[config.mk]
export PLATFORM = sky130hd
export DESIGN_NAME = ahb_dma_addr_gen
export DESIGN_NICKNAME = d
export VERILOG_FILES = /design/src/rtl/ahb_dma_pkg.sv /design/src/rtl/ahb_dma_addr_adder.sv /design/src/rtl/ahb_dma_addr_gen.sv
export SDC_FILE = /design/constraint.sdc
export NUM_CORES = 1
export LEC_CHECK = 0
export CORE_ASPECT_RATIO = 1.1
export CORE_MARGIN = 5
export CORE_UTILIZATION = 54
export CTS_BUF_LIST = sky130_fd_sc_hd__clkbuf_8 sky130_fd_sc_hd__clkbuf_16
export CTS_CLUSTER_SIZE = 12
export DETAILED_ROUTE_END_ITERATION = 10
export PLACE_DENSITY = 0.89
export SLEW_MARGIN = 0
export SYNTH_ARGS = -nofsm -noshare
export SYNTH_HDL_FRONTEND = slang
export SYNTH_SLANG_ARGS = --single-unit
[constraint.sdc]
create_clock -name clk -period 9.5 [get_ports clk]
set_input_delay 1.425 -clock clk [delete_from_list [all_inputs] [get_ports clk]]
set_output_delay 1.425 -clock clk [all_outputs]
set_load 0.01 [all_outputs]
[src/rtl/ahb_dma_pkg.sv]
// Shared types for the DMA channel address path: step modes, generator states
// and the 1 KB boundary width used for AHB burst-crossing detection.
package ahb_dma_pkg;

   typedef enum logic [1:0] {
      INC  = 2'b00,
      DEC  = 2'b01,
      FIX  = 2'b10,
      WRAP = 2'b11
   } dma_addr_mode_e;

   typedef enum logic [1:0] {
      IDLE   = 2'b00,
      ACTIVE = 2'b01,
      DONE   = 2'b10
   } addr_gen_state_e;

   localparam int KB_BITS = 10;

endpackage

[src/rtl/ahb_dma_addr_adder.sv]
// Split carry/borrow adder: low SPLIT bits produce a carry (or borrow) that is
// folded into the upper slice, giving the same result as a full-width add/sub.
module ahb_dma_addr_adder #(
   parameter int ADDR_W = 32,
   parameter int SPLIT  = 16
) (
   input  logic [ADDR_W-1:0] a,
   input  logic [ADDR_W-1:0] b,
   input  logic              sub,
   output logic [ADDR_W-1:0] sum
);

   logic [SPLIT:0]        lo;
   logic [ADDR_W-SPLIT-1:0] hi;

   always_comb begin
      lo = '0;
      hi = '0;
      if (sub) begin
         // bit SPLIT of the widened difference is the borrow out of the low slice
         lo = {1'b0, a[SPLIT-1:0]} - {1'b0, b[SPLIT-1:0]};
         hi = a[ADDR_W-1:SPLIT] - b[ADDR_W-1:SPLIT] - (ADDR_W-SPLIT)'(lo[SPLIT]);
      end else begin
         lo = {1'b0, a[SPLIT-1:0]} + {1'b0, b[SPLIT-1:0]};
         hi = a[ADDR_W-1:SPLIT] + b[ADDR_W-1:SPLIT] + (ADDR_W-SPLIT)'(lo[SPLIT]);
      end
   end

   assign sum = {hi, lo[SPLIT-1:0]};

endmodule

[src/rtl/ahb_dma_addr_gen.sv]
// Per-channel DMA address generator: captures a transfer on load, then steps the
// address once per accepted AHB beat and tracks remaining beats.
//
//   state  | meaning
//   IDLE   | no transfer; waiting for a legal load
//   ACTIVE | transfer in progress; addr_o is the current beat address
//   DONE   | final beat accepted; done_o pulses for this one cycle
module ahb_dma_addr_gen
   import ahb_dma_pkg::*;
#(
   parameter int ADDR_W   = 32,
   parameter int SPLIT    = 16,
   parameter int CNT_W    = 16,
   parameter int MAX_SIZE = 2
) (
   input  logic              clk,
   input  logic              rst,
   input  logic              load_i,
   input  logic [ADDR_W-1:0] start_addr_i,
   input  logic [2:0]        size_i,
   input  logic [1:0]        mode_i,
   input  logic [CNT_W-1:0]  wrap_len_i,
   input  logic [CNT_W-1:0]  beats_i,
   input  logic              step_i,
   input  logic              abort_i,
   output logic [ADDR_W-1:0] addr_o,
   output logic              active_o,
   output logic              last_o,
   output logic              done_o,
   output logic              kb_cross_o,
   output logic              err_o
);

   addr_gen_state_e  state;
   dma_addr_mode_e   mode;
   logic [CNT_W-1:0] cnt;
   logic [ADDR_W-1:0] inc;
   logic [ADDR_W-1:0] wrap_mask;
   logic [ADDR_W-1:0] wrap_base;
   logic [ADDR_W-1:0] next_sum;
   logic [ADDR_W-1:0] next_addr;

   logic [ADDR_W-1:0] ld_inc;
   logic [CNT_W-1:0]  ld_wrap_m1;
   logic [ADDR_W-1:0] ld_mask;
   logic              ld_pow2;
   logic              ld_err;
   logic [KB_BITS:0]  kb_sum;

   always_comb begin
      ld_inc     = ADDR_W'(1) << size_i;
      ld_wrap_m1 = wrap_len_i - CNT_W'(1);
      ld_mask    = ADDR_W'(ld_wrap_m1);
      ld_pow2    = (wrap_len_i != '0) && ((wrap_len_i & ld_wrap_m1) == '0);
      ld_err     = (size_i > 3'(MAX_SIZE))
                || ((start_addr_i & (ld_inc - ADDR_W'(1))) != '0)
                || (beats_i == '0)
                || ((dma_addr_mode_e'(mode_i) == WRAP)
                    && (!ld_pow2 || (ADDR_W'(wrap_len_i) < ld_inc)));
   end

   ahb_dma_addr_adder #(
      .ADDR_W (ADDR_W),
      .SPLIT  (SPLIT)
   ) u_adder (
      .a   (addr_o),
      .b   (inc),
      .sub (mode == DEC),
      .sum (next_sum)
   );

   always_comb begin
      next_addr = addr_o;
      case (mode)
         INC, DEC: next_addr = next_sum;
         WRAP:     next_addr = wrap_base | (next_sum & wrap_mask);
         default:  next_addr = addr_o;
      endcase
   end

   assign kb_sum     = {1'b0, addr_o[KB_BITS-1:0]} + (KB_BITS+1)'(inc);
   assign kb_cross_o = active_o
                    && (((mode == INC) && kb_sum[KB_BITS])
                        || ((mode == DEC) && (ADDR_W'(addr_o[KB_BITS-1:0]) < inc)));
   assign last_o     = active_o && (cnt == CNT_W'(1));

   always_ff @(posedge clk or posedge rst) begin
      if (rst) begin
         state     <= IDLE;
         mode      <= INC;
         cnt       <= '0;
         inc       <= '0;
         wrap_mask <= '0;
         wrap_base <= '0;
         addr_o    <= '0;
         active_o  <= 1'b0;
         done_o    <= 1'b0;
         err_o     <= 1'b0;
      end else if (load_i) begin
         done_o <= 1'b0;
         if (ld_err) begin
            state    <= IDLE;
            active_o <= 1'b0;
            err_o    <= 1'b1;
         end else begin
            state     <= ACTIVE;
            active_o  <= 1'b1;
            err_o     <= 1'b0;
            mode      <= dma_addr_mode_e'(mode_i);
            cnt       <= beats_i;
            inc       <= ld_inc;
            wrap_mask <= ld_mask;
            wrap_base <= start_addr_i & ~ld_mask;
            addr_o    <= start_addr_i;
         end
      end else begin
         case (state)
            ACTIVE: begin
               if (abort_i) begin
                  state    <= IDLE;
                  active_o <= 1'b0;
               end else if (step_i) begin
                  // the final step leaves addr_o on the last beat address
                  if (cnt == CNT_W'(1)) begin
                     state    <= DONE;
                     active_o <= 1'b0;
                     done_o   <= 1'b1;
                  end else begin
                     addr_o <= next_addr;
                     cnt    <= cnt - CNT_W'(1);
                  end
               end
            end
            DONE: begin
               state  <= IDLE;
               done_o <= 1'b0;
            end
            default: ;
         endcase
      end
   end

endmodule

# Word level (Yosys, flattened, before mapping)
# Index checks and enable logic that the tools add are counted.
# classes
addsub,10
magnitude_cmp,3
eq_ne,14
shifts,1
mux,33
bitwise,7
n_reduce_logical,30
# ops
cell,n
32-bit two-way mux,6
16-bit two-way mux,8
32-bit bitwise AND,2
32-bit case mux with 2 select lines,1
32-bit by 16-bit bitwise AND with 32-bit output,1
16-bit zero test,2
10-bit by 32-bit < comparator with 1-bit output,1
16-bit by 32-bit < comparator with 1-bit output,1
16-bit inverter with 32-bit output,1
32-bit OR,1
32-bit nonzero test,1
"1-bit by 3-bit << shifter with 32-bit output, first input constant",1
"16-bit by 1-bit subtractor with 16-bit output, second input constant",2
"32-bit by 1-bit subtractor with 32-bit output, second input constant",1
16-bit by 16-bit adder with 17-bit output,1
16-bit by 16-bit subtractor with 17-bit output,1
16-bit by 1-bit adder with 16-bit output,1
16-bit adder,1
16-bit bitwise AND,1
"16-bit by 1-bit equality test with 1-bit output, second input constant",1
16-bit nonzero test,1
16-bit by 1-bit subtractor with 16-bit output,1
16-bit subtractor,1
1-bit two-way mux,12
other kinds (23),48
# totals
reg_bits,135
inputBits,74
wordCells,108

# Logic depth before layout (Yosys ltp)
# Gate-level depths: netlist of the first run.
# depth
ltp_word,11
mapped_depth,18
mapped_depth_nobuf,18

# Hierarchy
# Synthesis of the first run repeated with hierarchy kept, for this count alone.
# unflattened
cells_unflattened,1250
hier_area_um2,9997.1
# modules_own_cells
module,n_inst,cells_per_inst,area_each_um2,seq_area_each_um2
ahb_dma_addr_gen,1,728,6396.1,2777.7
ahb_dma_addr_adder,1,522,3601.0,0.0

# Worst setup path before layout of the first run
# No wires, ideal clock.
# synth_timing
kind,in2reg
from,input port wrap_len_i[2]
to,register addr_o[2]
arrival_ns,4.174
required_time_ns,9.375
slack_ns,5.202
stages,14
n_path_buf,1
cell_sequence,nor3_1 -> nand2b_1 -> nor2_1 -> nand2_1 -> or3_1 -> or3_1 -> ha_1 -> nor4_1 -> nand4_1 -> o21bai_1 -> and3_1 -> o2bb2ai_1 -> buf_2 -> mux2_2
# synth_via
elab_chain_len,10
# synth_rtl
item,line_no,text
start: declaration,ahb_dma_addr_gen.sv:22,"input logic [CNT_W-1:0] wrap_len_i,"
16-bit by 1-bit subtractor with 16-bit output,ahb_dma_addr_gen.sv:52,ld_wrap_m1 = wrap_len_i - CNT_W'(1);
16-bit bitwise AND,ahb_dma_addr_gen.sv:54,ld_pow2 = (wrap_len_i != '0) && ((wrap_len_i & ld_wrap_m1) == '0);
16-bit zero test,ahb_dma_addr_gen.sv:54,
1-bit logical AND,ahb_dma_addr_gen.sv:54,
1-bit zero test,ahb_dma_addr_gen.sv:59,&& (!ld_pow2 || (ADDR_W'(wrap_len_i) < ld_inc)));
1-bit logical OR *,ahb_dma_addr_gen.sv:59,
1-bit logical AND *,ahb_dma_addr_gen.sv:59,
1-bit logical OR *,ahb_dma_addr_gen.sv:58,|| ((dma_addr_mode_e'(mode_i) == WRAP)
2-bit inequality test (no source line) *,n/a,
6-bit AND reduction (no source line) *,n/a,
end signal: assignment,ahb_dma_addr_gen.sv:114,addr_o <= start_addr_i;
end signal: assignment,ahb_dma_addr_gen.sv:129,addr_o <= next_addr;
end: declaration,ahb_dma_addr_gen.sv:26,"output logic [ADDR_W-1:0] addr_o,"
# Mark *: on every way between the ends. The rest lies on a longest branch, timed or not.
# A chain may end at the register's enable or synchronous reset.

# Worst setup path in the final report of the first run
# layout_timing
from,input port wrap_len_i[0]
to,register inc[4]
# layout_via
elab_chain_len,10
# layout_rtl
item,line_no,text
16-bit by 1-bit subtractor with 16-bit output,ahb_dma_addr_gen.sv:52,
net ld_wrap_m1[0],ahb_dma_addr_gen.sv:44,logic [CNT_W-1:0] ld_wrap_m1;
16-bit bitwise AND,ahb_dma_addr_gen.sv:54,
16-bit zero test,ahb_dma_addr_gen.sv:54,
1-bit logical AND,ahb_dma_addr_gen.sv:54,
1-bit zero test,ahb_dma_addr_gen.sv:59,
1-bit logical OR,ahb_dma_addr_gen.sv:59,
1-bit logical AND,ahb_dma_addr_gen.sv:59,
1-bit logical OR,ahb_dma_addr_gen.sv:58,
1-bit inverter (no source line),n/a,
2-bit AND reduction (no source line),n/a,
end signal: assignment,ahb_dma_addr_gen.sv:111,inc <= ld_inc;
end: declaration,ahb_dma_addr_gen.sv:37,logic [ADDR_W-1:0] inc;
# The timed path passes the listed nets, and every way through them passes these cells.

==> run summary, run 1 <==
==========================================================================================
Synth-to-Final Area Change ..................................................        18.9%
Final count of hold timing violations .......................................            0
Proportion of synthesized chip area in sequential cells .....................        35.9%
Worst-path fanout max .......................................................           60
Total gr overflow ...........................................................            0
Ports placed on the boundary ................................................          111
Via count of the first global-routing pass ..................................         7508
Dominant cells by area after synthesis ...................................... dfrtp_1 (36%), nand2_1 (8.3%), ha_1 (7.9%)
Number of synthesized flops with an enable pin ..............................            0
Pwr Density .................................................................  204 nW/um^2
Required time reported for the critical path endpoint .......................      9.70 ns
Final setup violation count .................................................            0
Standard-cell row count .....................................................           46
Starting Density ............................................................        54.3%
Yosys top cell area share ...................................................        35.9%
Sequential cell area ........................................................    2780 um^2
Maximum clock skew at final layout ..........................................   0.00617 ns
Antenna Violating Nets Remaining ............................................            0
Total Negative Setup Slacks .................................................         0 ns
Die Ht ......................................................................       136 um
Library cells used by synthesis .............................................           76
Clock edge transition at the registers on the reported setup and hold paths .      0.07 ns
Post-CTS setup buffer count .................................................            0
Number of cell instances on the worst register-to-register path .............           16
Number of hold buffers added after CTS ......................................            0
Number of antenna violations at the first check in global routing ...........            0
Mean area per synthesized cell ..............................................    8.10 um^2
Highest clock rate ..........................................................      182 MHz
Final net count .............................................................         1153
Vias per cell ...............................................................         6.33
Total Routing Usage GR ......................................................        27.1%
Final GP Congestion .........................................................        0.930
Main synth FF type ..........................................................      dfrtp_1
Top cell type by total area after synthesis .................................      dfrtp_1
Min-Delay Path Class ........................................................      reg2reg
Most frequent cell after synthesis ..........................................      nand2_1
Number of sinks handled by clock tree synthesis .............................          111
Asr flop ratio synth ........................................................         100%
Final wirelength ............................................................      23.2 mm
Fraction of final layout cells with drive strength greater than 1 ...........        4.55%
Clock buffers created by TritonCTS ..........................................            9
Layout fillers ..............................................................         1198
Number of synthesized register bits .........................................          111
Cell area after synthesis ...................................................    7750 um^2
Final routed wire length divided by cell count ..............................      19.0 um
Commonest cells in the synthesized netlist .................................. nand2_1 (172), dfrtp_1 (111), nor2_1 (75)
Placed inst area ............................................................    8910 um^2
Unrepaired setup endpoints after global routing .............................           no
Number of remaining DRC errors ..............................................            0
Startpoint of the worst register-to-register path ...........................    addr_o[0]
Crit. End Element ...........................................................         flop
Peak ir drop on the vdd network .............................................    0.0934 mV
Multi-input gate area in the final layout ...................................    4600 um^2
Number of warning messages in the yosys log .................................            0
TritonCTS clock tree ........................................................        built
Reg-to-reg slack, setup .....................................................      5.03 ns
Number of buffers on the longest clock path .................................            2
Number of search-and-repair iterations in the first detailed-routing pass ...            8
Capture point of the worst reg-to-reg path ..................................   addr_o[31]
Measured slew at the worst slew-check pin ...................................      1.18 ns
Number of placed instances, taps included ...................................         1209
Number of pins exceeding their max-slew limit in the final report ...........            0
Die X-Extent ................................................................       124 um
HPWL after detailed placement ...............................................      16.5 mm
Pin count of the biggest net entering global routing ........................           72
Die Footprint ...............................................................   16800 um^2
Number of H-tree levels .....................................................            3
First-pass GRT wire length ..................................................      37.5 mm
Clock latency of the later-clocked register in the worst-skew pair ..........      0.35 ns
CP endpoint .................................................................       inc[4]
Core Area ...................................................................   14300 um^2
Result of the run ...........................................................    completed
Total of cells resized after clock tree synthesis ...........................            0
Nets in the synthesized netlist .............................................         1082
Startpoint class of the critical path .......................................   input port
Max Cap Violations ..........................................................            0
Worst Setup Path Type .......................................................       in2reg
Time the worst path needs with I/O delays and setup .........................      5.49 ns
PortBufs ....................................................................          110
Count of mapped cells out of synthesis ......................................          957
Power consumption ...........................................................      1.88 mW
Share of the cycle needed by the critical path after routing ................        57.8%
Pleak .......................................................................      3.84 nW
Post-route standard cell area excluding fillers .............................    9210 um^2
Share of the core filled with cells .........................................        64.5%
Antenna fix cells ...........................................................            0
Fin cells ...................................................................         1225
Root buf cell ...............................................................    clkbuf_16
First DRT Iteration DRCs ....................................................          869
Via count of the routed design ..............................................         7757
Max transition margin .......................................................        21.0%
Critical Path Start ......................................................... wrap_len_i[0]
Arrival time worst endpoint .................................................      5.69 ns
==========================================================================================
[metal layers]
metal / GRT usage, % / part of all wire (%)
met1: 35.2 / 40
met2: 43.6 / 46
met3: 5.88 / 9.7
met4: 12.1 / 3.5
met5: 0 / 0
[state kept, by name (all words and copies together), names as in the netlist, 2 cells and up]
register,count
addr_o,32
wrap_base,32
cnt,16
wrap_mask,16
inc,8
mode,2
state,2
[logic make-up after synthesis]
| logic type | share of synthesized area [%] |
|---|---|
| buffers and inverters | 5.05 |
| multiplexers | 1.87 |
| AO/OA/AOI/OAI | 20.1 |
| AND/OR/NAND/NOR | 26.4 |
| XOR/XNOR | 2.26 |
| adder cells (fa/ha/maj) | 8.43 |
| flip-flops | 35.9 |
[stage by stage]
| step | setup WS, ns | hold WS (ns) |
|---|---|---|
| after floorplan | 5.14 | 0.430 |
| after CTS | 4.07 | 0.469 |
| after detailed placement | 3.91 | 0.453 |
| after global routing | 3.74 | 0.493 |
| after global placement | 4.16 | 0.443 |
| final | 4.01 | 0.473 |
[worst max-delay path: stages]
cell and delay [ns]:
clkdlybuf4s50_1 0.51, inv_1 0.10, ha_1 0.19, inv_1 0.08, or4_1 0.55, nor3_1 0.32
inv_1 0.09, ha_1 0.21, nor4_1 0.31, nand4_1 0.15, o21bai_1 0.28, and3_1 0.34
nand2_2 0.41, buf_4 0.45, nand2_1 0.14, o21ai_0 0.10
[worst min-delay path by stage]
stage / startpoint / endpoint / depth (start not counted)
after floorplan: wrap_base[14] / wrap_base[14] / 2
after global placement: wrap_base[14] / wrap_base[14] / 2
after detailed placement: wrap_base[14] / wrap_base[14] / 2
after CTS: wrap_base[14] / wrap_base[14] / 2
after global routing: wrap_base[25] / wrap_base[25] / 2
final: wrap_base[15] / wrap_base[15] / 2
[where the power goes]
group | leakage [nW] | switching [mW] | internal (mW)
combinational | 2.28 | 0.409 | 0.350
sequential | 1.41 | 0.158 | 0.578
clock | 0.151 | 0.174 | 0.211
[layout by cell type (no fill, tap or decap), types with 11 or more instances in the layout]
cell / count
nor4_1: 12
xnor2_1: 13
nand2_1: 171
o21ai_0: 73
a21oi_1: 51
a31oi_1: 11
o211ai_1: 12
dfrtp_1: 111
nand4_1: 11
nor2_1: 74
or3_1: 13
nand3_1: 33
inv_1: 37
ha_1: 49
nand2b_1: 16
clkdlybuf4s50_1: 109
nor3_1: 34
[final cells by class]
| cell class | instances | share of cell area (%) |
|---|---|---|
| clock inverters | 6 | 0.679 |
| repair buffers | 117 | 12.5 |
| multi-input cells | 752 | 50.0 |
| well taps | 192 | 2.61 |
| inverters | 37 | 1.53 |
| clock buffers | 10 | 2.59 |
| flip-flops and latches | 111 | 30.2 |
No activity file was read; power rests on OpenSTA's default activity.
==> run 2: changes to the inputs <==
- CORE_UTILIZATION: 54 -> 50
- PLACE_DENSITY: 0.89 -> 0.87
- clock period: 9.5 -> 4.7 ns (I/O delays scaled with it)
==> run 2 against run 1 <==
First-iteration DRC count down 7.1%; utilization is 3.0 points lower; final cell count up 0.82%; power rose by 110%; combinational power is 110% higher; global-route usage shrank 0.98 points; critical path depth down 8; clock power rose by 110%; critical endpoint is now kb_cross_o; largest cell class unchanged; sequential share of layout area shrank 0.30 points; wire length rose by 2.3%; clock skew increased by 0.0032 ns; cell area increased by 0.99%.
==> run summary, run 2 (synthesis results as in run 1) <==
==========================================================================================
Antenna Violating Nets Remaining ............................................            0   unchanged
TritonCTS clock tree ........................................................        built   unchanged
Root buf cell ...............................................................    clkbuf_16   unchanged
Hold WS .....................................................................     0.465 ns   was 0.473 ns
Worst Hold Endpoint ......................................................... wrap_base[14]   was wrap_base[15]
Most common cell after layout, fill and taps aside ..........................      nand2_1   unchanged
Number of hold buffers added after CTS ......................................            0   unchanged
Max transition margin .......................................................        19.5%   was 21.0%
Final GP Congestion .........................................................        0.930   about the same
Sequential cell area ........................................................    2780 um^2   unchanged
Starting Density ............................................................        51.3%   was 54.3%
Clock latency of the later-clocked register in the worst-skew pair ..........      0.36 ns   was 0.35 ns
Pleak .......................................................................      3.88 nW   was 3.84 nW
Number of placed instances, taps included ...................................         1220   was 1209
Number of pins exceeding their max-slew limit in the final report ...........            0   unchanged
Pre-CTS WS ..................................................................     0.137 ns   was 3.91 ns
Share of the cycle needed by the critical path after routing ................        92.4%
Via count of the first global-routing pass ..................................         7435   was 7508
Measured slew at the worst slew-check pin ...................................      1.20 ns   was 1.18 ns
Largest registers ........................................................... addr_o x32, wrap_base x32   unchanged
Required time reported for the critical path endpoint .......................      3.99 ns   was 9.70 ns
Reg-to-reg slack, setup .....................................................      0.46 ns   was 5.03 ns
Max Cap Violations ..........................................................            0   unchanged
Startpoint class of the critical path .......................................         flop   was input port
PortBufs ....................................................................          110   unchanged
Peak ir drop on the vdd network .............................................     0.202 mV   was 0.0934 mV
First DRT Iteration DRCs ....................................................          807   was 869
Die X-Extent ................................................................       129 um   was 124 um
Number of search-and-repair iterations in the first detailed-routing pass ...            7   was 8
Time the worst path needs with I/O delays and setup .........................      4.34 ns
Fin cells ...................................................................         1235   was 1225
Unrepaired setup endpoints after global routing .............................           no   unchanged
Ports placed on the boundary ................................................          111   unchanged
Crit. End Element ...........................................................  output port   was flop
Post-CTS setup buffer count .................................................            0   unchanged
Final setup violation count .................................................            0   unchanged
Number of antenna violations at the first check in global routing ...........            0   unchanged
Final net count .............................................................         1160   was 1153
Synth-to-Final Area Change ..................................................        20.1%   was 18.9%
Fin worst setup slack .......................................................     0.355 ns   was 4.01 ns
First-pass GRT wire length ..................................................      38.0 mm   was 37.5 mm
Core Area ...................................................................   15100 um^2   was 14300 um^2
Final count of hold timing violations .......................................            0   unchanged
HPWL after detailed placement ...............................................      17.0 mm   was 16.5 mm
Multi-input gate area in the final layout ...................................    4610 um^2   was 4600 um^2
Min-Delay Path Class ........................................................      reg2reg   unchanged
Pin count of the biggest net entering global routing ........................           90   was 72
Clock buffers created by TritonCTS ..........................................            9   unchanged
Total Routing Usage GR ......................................................        26.1%   was 27.1%
Vias per cell ...............................................................         6.32   was 6.33
Die Ht ......................................................................       141 um   was 136 um
Number of H-tree levels .....................................................            3   unchanged
Via count of the routed design ..............................................         7808   was 7757
Final wirelength ............................................................      23.8 mm   was 23.2 mm
Arrival time worst endpoint .................................................      3.64 ns   was 5.69 ns
Clock edge transition at the registers on the reported setup and hold paths .      0.07 ns   about the same
Most frequent cells in the layout ........................................... nand2_1 (171), dfrtp_1 (111), clkdlybuf4s50_1 (109)   unchanged
Total Negative Setup Slacks .................................................         0 ns   unchanged
Layout fillers ..............................................................         1283   was 1198
Highest clock rate ..........................................................      230 MHz
Total gr overflow ...........................................................            0   unchanged
Standard-cell row count .....................................................           47   was 46
Die Footprint ...............................................................   18100 um^2   was 16800 um^2
Fraction of final layout cells with drive strength greater than 1 ...........        5.39%   was 4.55%
Worst-path fanout max .......................................................            7   was 60
Antenna fix cells ...........................................................            0   unchanged
Result of the run ...........................................................    completed   unchanged
Maximum clock skew at final layout ..........................................   0.00940 ns   was 0.00617 ns
Capture point of the worst reg-to-reg path ..................................   addr_o[21]   was addr_o[31]
Startpoint of the worst register-to-register path ...........................    addr_o[0]   unchanged
Number of buffers on the longest clock path .................................            2   unchanged
Number of remaining DRC errors ..............................................            0   unchanged
Pwr Density .................................................................  415 nW/um^2   was 204 nW/um^2
Final routed wire length divided by cell count ..............................      19.2 um   was 19.0 um
Number of sinks handled by clock tree synthesis .............................          111   unchanged
Number of cell instances on the worst register-to-register path .............           17   was 16
Hold Path Depth .............................................................            2   unchanged
Worst Setup Path Type .......................................................      reg2out   was in2reg
Worst hold path startpoint .................................................. wrap_base[14]   was wrap_base[15]
==========================================================================================
==> run 2: cell count changes in the layout (fill, tap and decap cells not counted), sizes merged <==
cell | previous run | this run
buf | 8 | 15
clkinv | 2 | 1
inv | 39 | 40
clkinvlp | 1 | 0
==> run 2: worst max-delay path by stage <==
stage                              from         end  slack, ns
final                         addr_o[2]  kb_cross_o       0.36
after global routing          addr_o[0]  addr_o[21]       0.09
after CTS                     addr_o[0]  addr_o[21]       0.41
after detailed placement  wrap_len_i[0]  addr_o[20]       0.14
after floorplan               addr_o[0]  addr_o[21]       0.96
after global placement    wrap_len_i[0]  addr_o[20]       0.32
==> run 2: per-stage QoR <==
step | total power, mW | utilization [%] | instance area, um^2
global route | 4.07 | 61.6 | 9300
floorplan | 2.38 | - | 7750
CTS | 3.83 | 61.5 | 9300
finish | 3.86 | 61.6 | 9300
detailed placement | 3.01 | 59.5 | 8990
global placement | 2.96 | 59.5 | 8990
==> run 2: timing repair <==
action	CTS	global route
endpoints found under the setup margin	0	1
hold endpoints to repair	0	0
gates resized for setup	0	1
==> run 2: where the power goes <==
part | internal [mW] | leakage, nW | switching [mW] | total [mW]
clock network | 0.433 | 0.150 | 0.376 | 0.809
registers | 1.17 | 1.41 | 0.322 | 1.49
logic | 0.720 | 2.33 | 0.839 | 1.56
==> run 2: area by class of cell <==
type / instances / area share [%]
multi-input combinational: 752 / 49.5
sequential: 111 / 29.9
timing repair buffer: 124 / 13.2
tap: 196 / 2.64
clock buffer: 10 / 2.57
inverter: 37 / 1.52
clock inverter: 5 / 0.699
==> run 2: metal layers <==
layer	GRT usage, %	part of all wire (%)
met1	35.3	40
met2	41.9	47
met3	4.61	10
met4	9.40	3.2
met5	0	0
==> run 2: critical path, cell delays in order, from the launching register on <==
cell and delay (ns):
dfrtp_1 0.45, ha_1 0.41, nand2b_1 0.19, a2111oi_0 0.58
nand3b_1 0.26, nand2_1 0.09, or4_1 0.48, a21oi_1 0.23
clkdlybuf4s50_1 0.58
==> run 3: changes to the inputs <==
- CORE_UTILIZATION: 50 -> 30
- PLACE_DENSITY: 0.87 -> 0.6
- SYNTH_HIERARCHICAL: default -> 1
==> run 3 against run 2 <==
Combinational power grew to 3.0 times the previous value; synthesized cell count increased by 31%; non-clock buffer count rose by 93; highest routed layer is now met5; largest power group unchanged; the run now ends with setup timing left; via count is 23% higher; maximum frequency fell by 10%; critical endpoint is now addr_o[24].
==> run summary, run 3 <==
==========================================================================================
Result of the run ........................................................... complete, but fails checks   was completed
Violations in the final reports ............................................. setup timing
Highest clock rate ..........................................................      206 MHz   was 230 MHz
Required time reported for the critical path endpoint .......................      4.95 ns   was 3.99 ns
Library cells used by synthesis .............................................           84   was 76
Mux share of post-synthesis cell area .......................................        5.41%   was 1.87%
Min-Delay Path Class ........................................................      reg2reg   unchanged
Placed inst area ............................................................   12300 um^2   was 8990 um^2
Core Area ...................................................................   33100 um^2   was 15100 um^2
Hold WS .....................................................................     0.472 ns   was 0.465 ns
Slowest library cell on the worst path ......................................         fa_2   was a2111oi_0
PortBufs ....................................................................          110   unchanged
Count of mapped cells out of synthesis ......................................         1250   was 957
Die Ht ......................................................................       201 um   was 141 um
Number of antenna violations at the first check in global routing ...........            6   was 0
Mean area per synthesized cell ..............................................    8.00 um^2   was 8.10 um^2
Number of buffers on the longest clock path .................................            2   unchanged
First-pass GRT wire length ..................................................      50.5 mm   was 38.0 mm
Family with the most delay on the worst path ................................  adder cells   was simple AND/OR/NAND/NOR gates
TritonCTS clock tree ........................................................        built   unchanged
Total gr overflow ...........................................................            0   unchanged
Peak ir drop on the vdd network .............................................     0.221 mV   was 0.202 mV
Worst-path fanout max .......................................................            2   was 7
Post-synthesis simple-gate area fraction ....................................        20.0%   was 26.4%
Clock buffers created by TritonCTS ..........................................            9   unchanged
Most common cell after layout, fill and taps aside ..........................      nand2_1   unchanged
Ports placed on the boundary ................................................          111   unchanged
Pwr Density .................................................................  532 nW/um^2   was 415 nW/um^2
Time the worst path needs with I/O delays and setup .........................      4.85 ns   was 4.34 ns
Dominant cells by area after synthesis ...................................... dfrtp_1 (28%), ha_1 (15%), nand2_1 (6.8%)   was dfrtp_1 (36%), nand2_1 (8.3%), ha_1 (7.9%)
Via count of the first global-routing pass ..................................         9383   was 7435
Multi-input gate area in the final layout ...................................    6900 um^2   was 4610 um^2
Max Cap Violations ..........................................................            0   unchanged
Share of the synthesized area in compound gates (AO/OA/AOI/OAI) .............        20.2%   was 20.1%
Yosys top cell area share ...................................................        27.8%   was 35.9%
Asr flop ratio synth ........................................................         100%   unchanged
Post-route standard cell area excluding fillers .............................   12900 um^2   was 9300 um^2
Standard-cell row count .....................................................           70   was 47
Die Footprint ...............................................................   37100 um^2   was 18100 um^2
Final routed wire length divided by cell count ..............................      16.5 um   was 19.2 um
Number of warning messages in the yosys log .................................            6   was 0
Final wirelength ............................................................      31.5 mm   was 23.8 mm
Number of synthesized flops with an enable pin ..............................            0   unchanged
Synth-to-Final Area Change ..................................................        29.4%   was 20.1%
Adder and majority gate portion of the synthesized area .....................        15.7%   was 8.43%
Startpoint class of the critical path .......................................         flop   unchanged
Number of sinks handled by clock tree synthesis .............................          111   unchanged
Maximum clock skew at final layout ..........................................    0.0184 ns   was 0.00940 ns
First DRT Iteration DRCs ....................................................          632   was 807
Number of pins exceeding their max-slew limit in the final report ...........            0   unchanged
Clock latency of the later-clocked register in the worst-skew pair ..........      0.38 ns   was 0.36 ns
Layout fillers ..............................................................         3437   was 1283
Cell area after synthesis ...................................................   10000 um^2   was 7750 um^2
Crit. End Element ...........................................................         flop   was output port
Sequential cell area ........................................................    2780 um^2   unchanged
Top cell type by total area after synthesis .................................      dfrtp_1   unchanged
Vias per cell ...............................................................         5.04   was 6.32
Total Routing Usage GR ......................................................        16.8%   was 26.1%
Proportion of synthesized chip area in sequential cells .....................        27.8%   was 35.9%
Final GP Congestion .........................................................        0.909   was 0.930
Clock edge transition at the registers on the reported setup and hold paths .      0.09 ns   was 0.07 ns
Unrepaired setup endpoints after global routing .............................          yes   was no
Starting Density ............................................................        30.2%   was 51.3%
Commonest cells in the synthesized netlist .................................. nand2_1 (182), inv_1 (121), ha_1 (116)   was nand2_1 (172), dfrtp_1 (111), nor2_1 (75)
Largest family of logic cells by synthesized area ........................... compound AO/OA/AOI/OAI gates   was simple AND/OR/NAND/NOR gates
Measured slew at the worst slew-check pin ...................................     0.891 ns   was 1.20 ns
HPWL after detailed placement ...............................................      24.1 mm   was 17.0 mm
Antenna Violating Nets Remaining ............................................            0   unchanged
Die X-Extent ................................................................       184 um   was 129 um
Number of H-tree levels .....................................................            3   unchanged
Number of synthesized register bits .........................................          111   unchanged
Number of hold buffers added after CTS ......................................            0   unchanged
Final net count .............................................................         1666   was 1160
Via count of the routed design ..............................................         9616   was 7808
Fraction of final layout cells with drive strength greater than 1 ...........        13.4%   was 5.39%
Fin worst setup slack .......................................................    -0.147 ns   was 0.355 ns
Share of the cycle needed by the critical path after routing ................         103%   was 92.4%
Most frequent cells in the layout ........................................... nand2_1 (182), inv_1 (119), ha_1 (112)   was nand2_1 (171), dfrtp_1 (111), clkdlybuf4s50_1 (109)
Max transition margin .......................................................        40.6%   was 19.5%
Number of remaining DRC errors ..............................................            0   unchanged
Worst Setup Path Type .......................................................      reg2reg   was reg2out
Pleak .......................................................................      5.73 nW   was 3.88 nW
Main synth FF type ..........................................................      dfrtp_1   unchanged
Final count of hold timing violations .......................................            0   unchanged
Root buf cell ...............................................................    clkbuf_16   unchanged
Pin count of the biggest net entering global routing ........................           85   was 90
Largest registers ........................................................... addr_o x32, wrap_base x32   unchanged
Crit path buffers/inverters .................................................            3   was 1
Final setup violation count .................................................            6   was 0
Number of search-and-repair iterations in the first detailed-routing pass ...            5   was 7
Most frequent cell after synthesis ..........................................      nand2_1   unchanged
Arrival time worst endpoint .................................................      5.10 ns   was 3.64 ns
CP max stage delay ..........................................................      0.58 ns   about the same
Xor-xnor portion of the synthesized cell area ...............................        3.59%   was 2.26%
==========================================================================================
run 3: changes by cell type after synthesis, sizes merged, moves of 9 or more:
cell and change:
inv +85, ha +67, a21oi +60, mux2i +26, o21ai +26, xnor2 +19, clkbuf -12, mux2 +12
a21o +10, nand2 +10, or2 -10, buf +9, nor2 +9
run 3: layout make-up:
class	instances	area share, %
clock buffers	9	1.74
flip-flops and latches	111	21.5
diodes	2	0.0387
multi-input cells	1008	53.3
well taps	432	4.18
inverters	123	3.59
repair buffers	217	15.0
clock inverters	7	0.648
run 3: timing repair:
item / in CTS / in global routing
pin swaps: 25 / 19
endpoints found under the setup margin: 10 / 12
gates resized for setup: 38 / 23
gates cloned: 0 / 0
buffers inserted: 4 / 7
run 3: path summary, 6_finish.rpt:
check | start | endpoint | slack, ns | cells after the start
max | addr_o[0] | addr_o[24] | -0.15 | 25
min | wrap_base[0] | wrap_base[0] | 0.47 | 2
max reg2reg | addr_o[0] | addr_o[24] | -0.15 | 25
min reg2reg | wrap_base[0] | wrap_base[0] | 0.47 | 2
max in group asynchronous | rst | cnt[9] | 2.95 | 3
min in group asynchronous | rst | wrap_base[18] | 0.86 | 2
run 3: cells by family (layout without fill, tap and decap cells):
| kind of cell | after synthesis | count (layout) |
|---|---|---|
| and+or+nand+nor | 425 | 425 |
| AOI/OAI and AO/OA | 321 | 321 |
| DFF | 111 | 111 |
| muxes | 52 | 52 |
| adders and majority gates | 122 | 122 |
| buffers and inverters | 177 | 356 |
| other | 1 | 49 |
| xor gates and xnor gates | 41 | 41 |
run 3: report_power, final:
| group | internal, mW | switching (mW) | leakage [nW] | total (mW) |
|---|---|---|---|---|
| Clock | 0.382 | 0.440 | 0.149 | 0.822 |
| Combinational | 2.17 | 2.44 | 4.17 | 4.62 |
| Sequential | 1.21 | 0.234 | 1.40 | 1.44 |
| Total | 3.76 | 3.12 | 5.73 | 6.88 |
run 3: layer usage:
| metal | track usage, % | wire [um] | vias to the layer above |
|---|---|---|---|
| li1 | - | - | 4747 |
| met1 | 22.4 | 14000 | 4584 |
| met2 | 27.8 | 15300 | 225 |
| met3 | 2.55 | 1300 | 54 |
| met4 | 5.60 | 863 | 6 |
| met5 | 0 | 47 | - |
run 3: worst min-delay path, cell delays in order (launching register included):
cell	delay, ns
dfrtp_1	0.35
nand2_1	0.05
nand2_1	0.05
run 3: metrics by stage:
stage / setup WS [ns] / power, mW / TNS, ns / util [%] / instances
2_1_floorplan: 0.124 / 4.26 / 0 / - / 1296
3_3_place_gp: -0.332 / 5.64 / -1.45 / 37.2 / 1880
3_5_place_dp: -0.441 / 5.69 / -2.28 / 37.2 / 1880
4_1_cts: -0.160 / 6.71 / -0.493 / 38.7 / 1900
5_1_grt: -0.405 / 7.48 / -2.50 / 39.1 / 1909
6_report: -0.147 / 6.88 / -0.596 / 39.1 / 1909
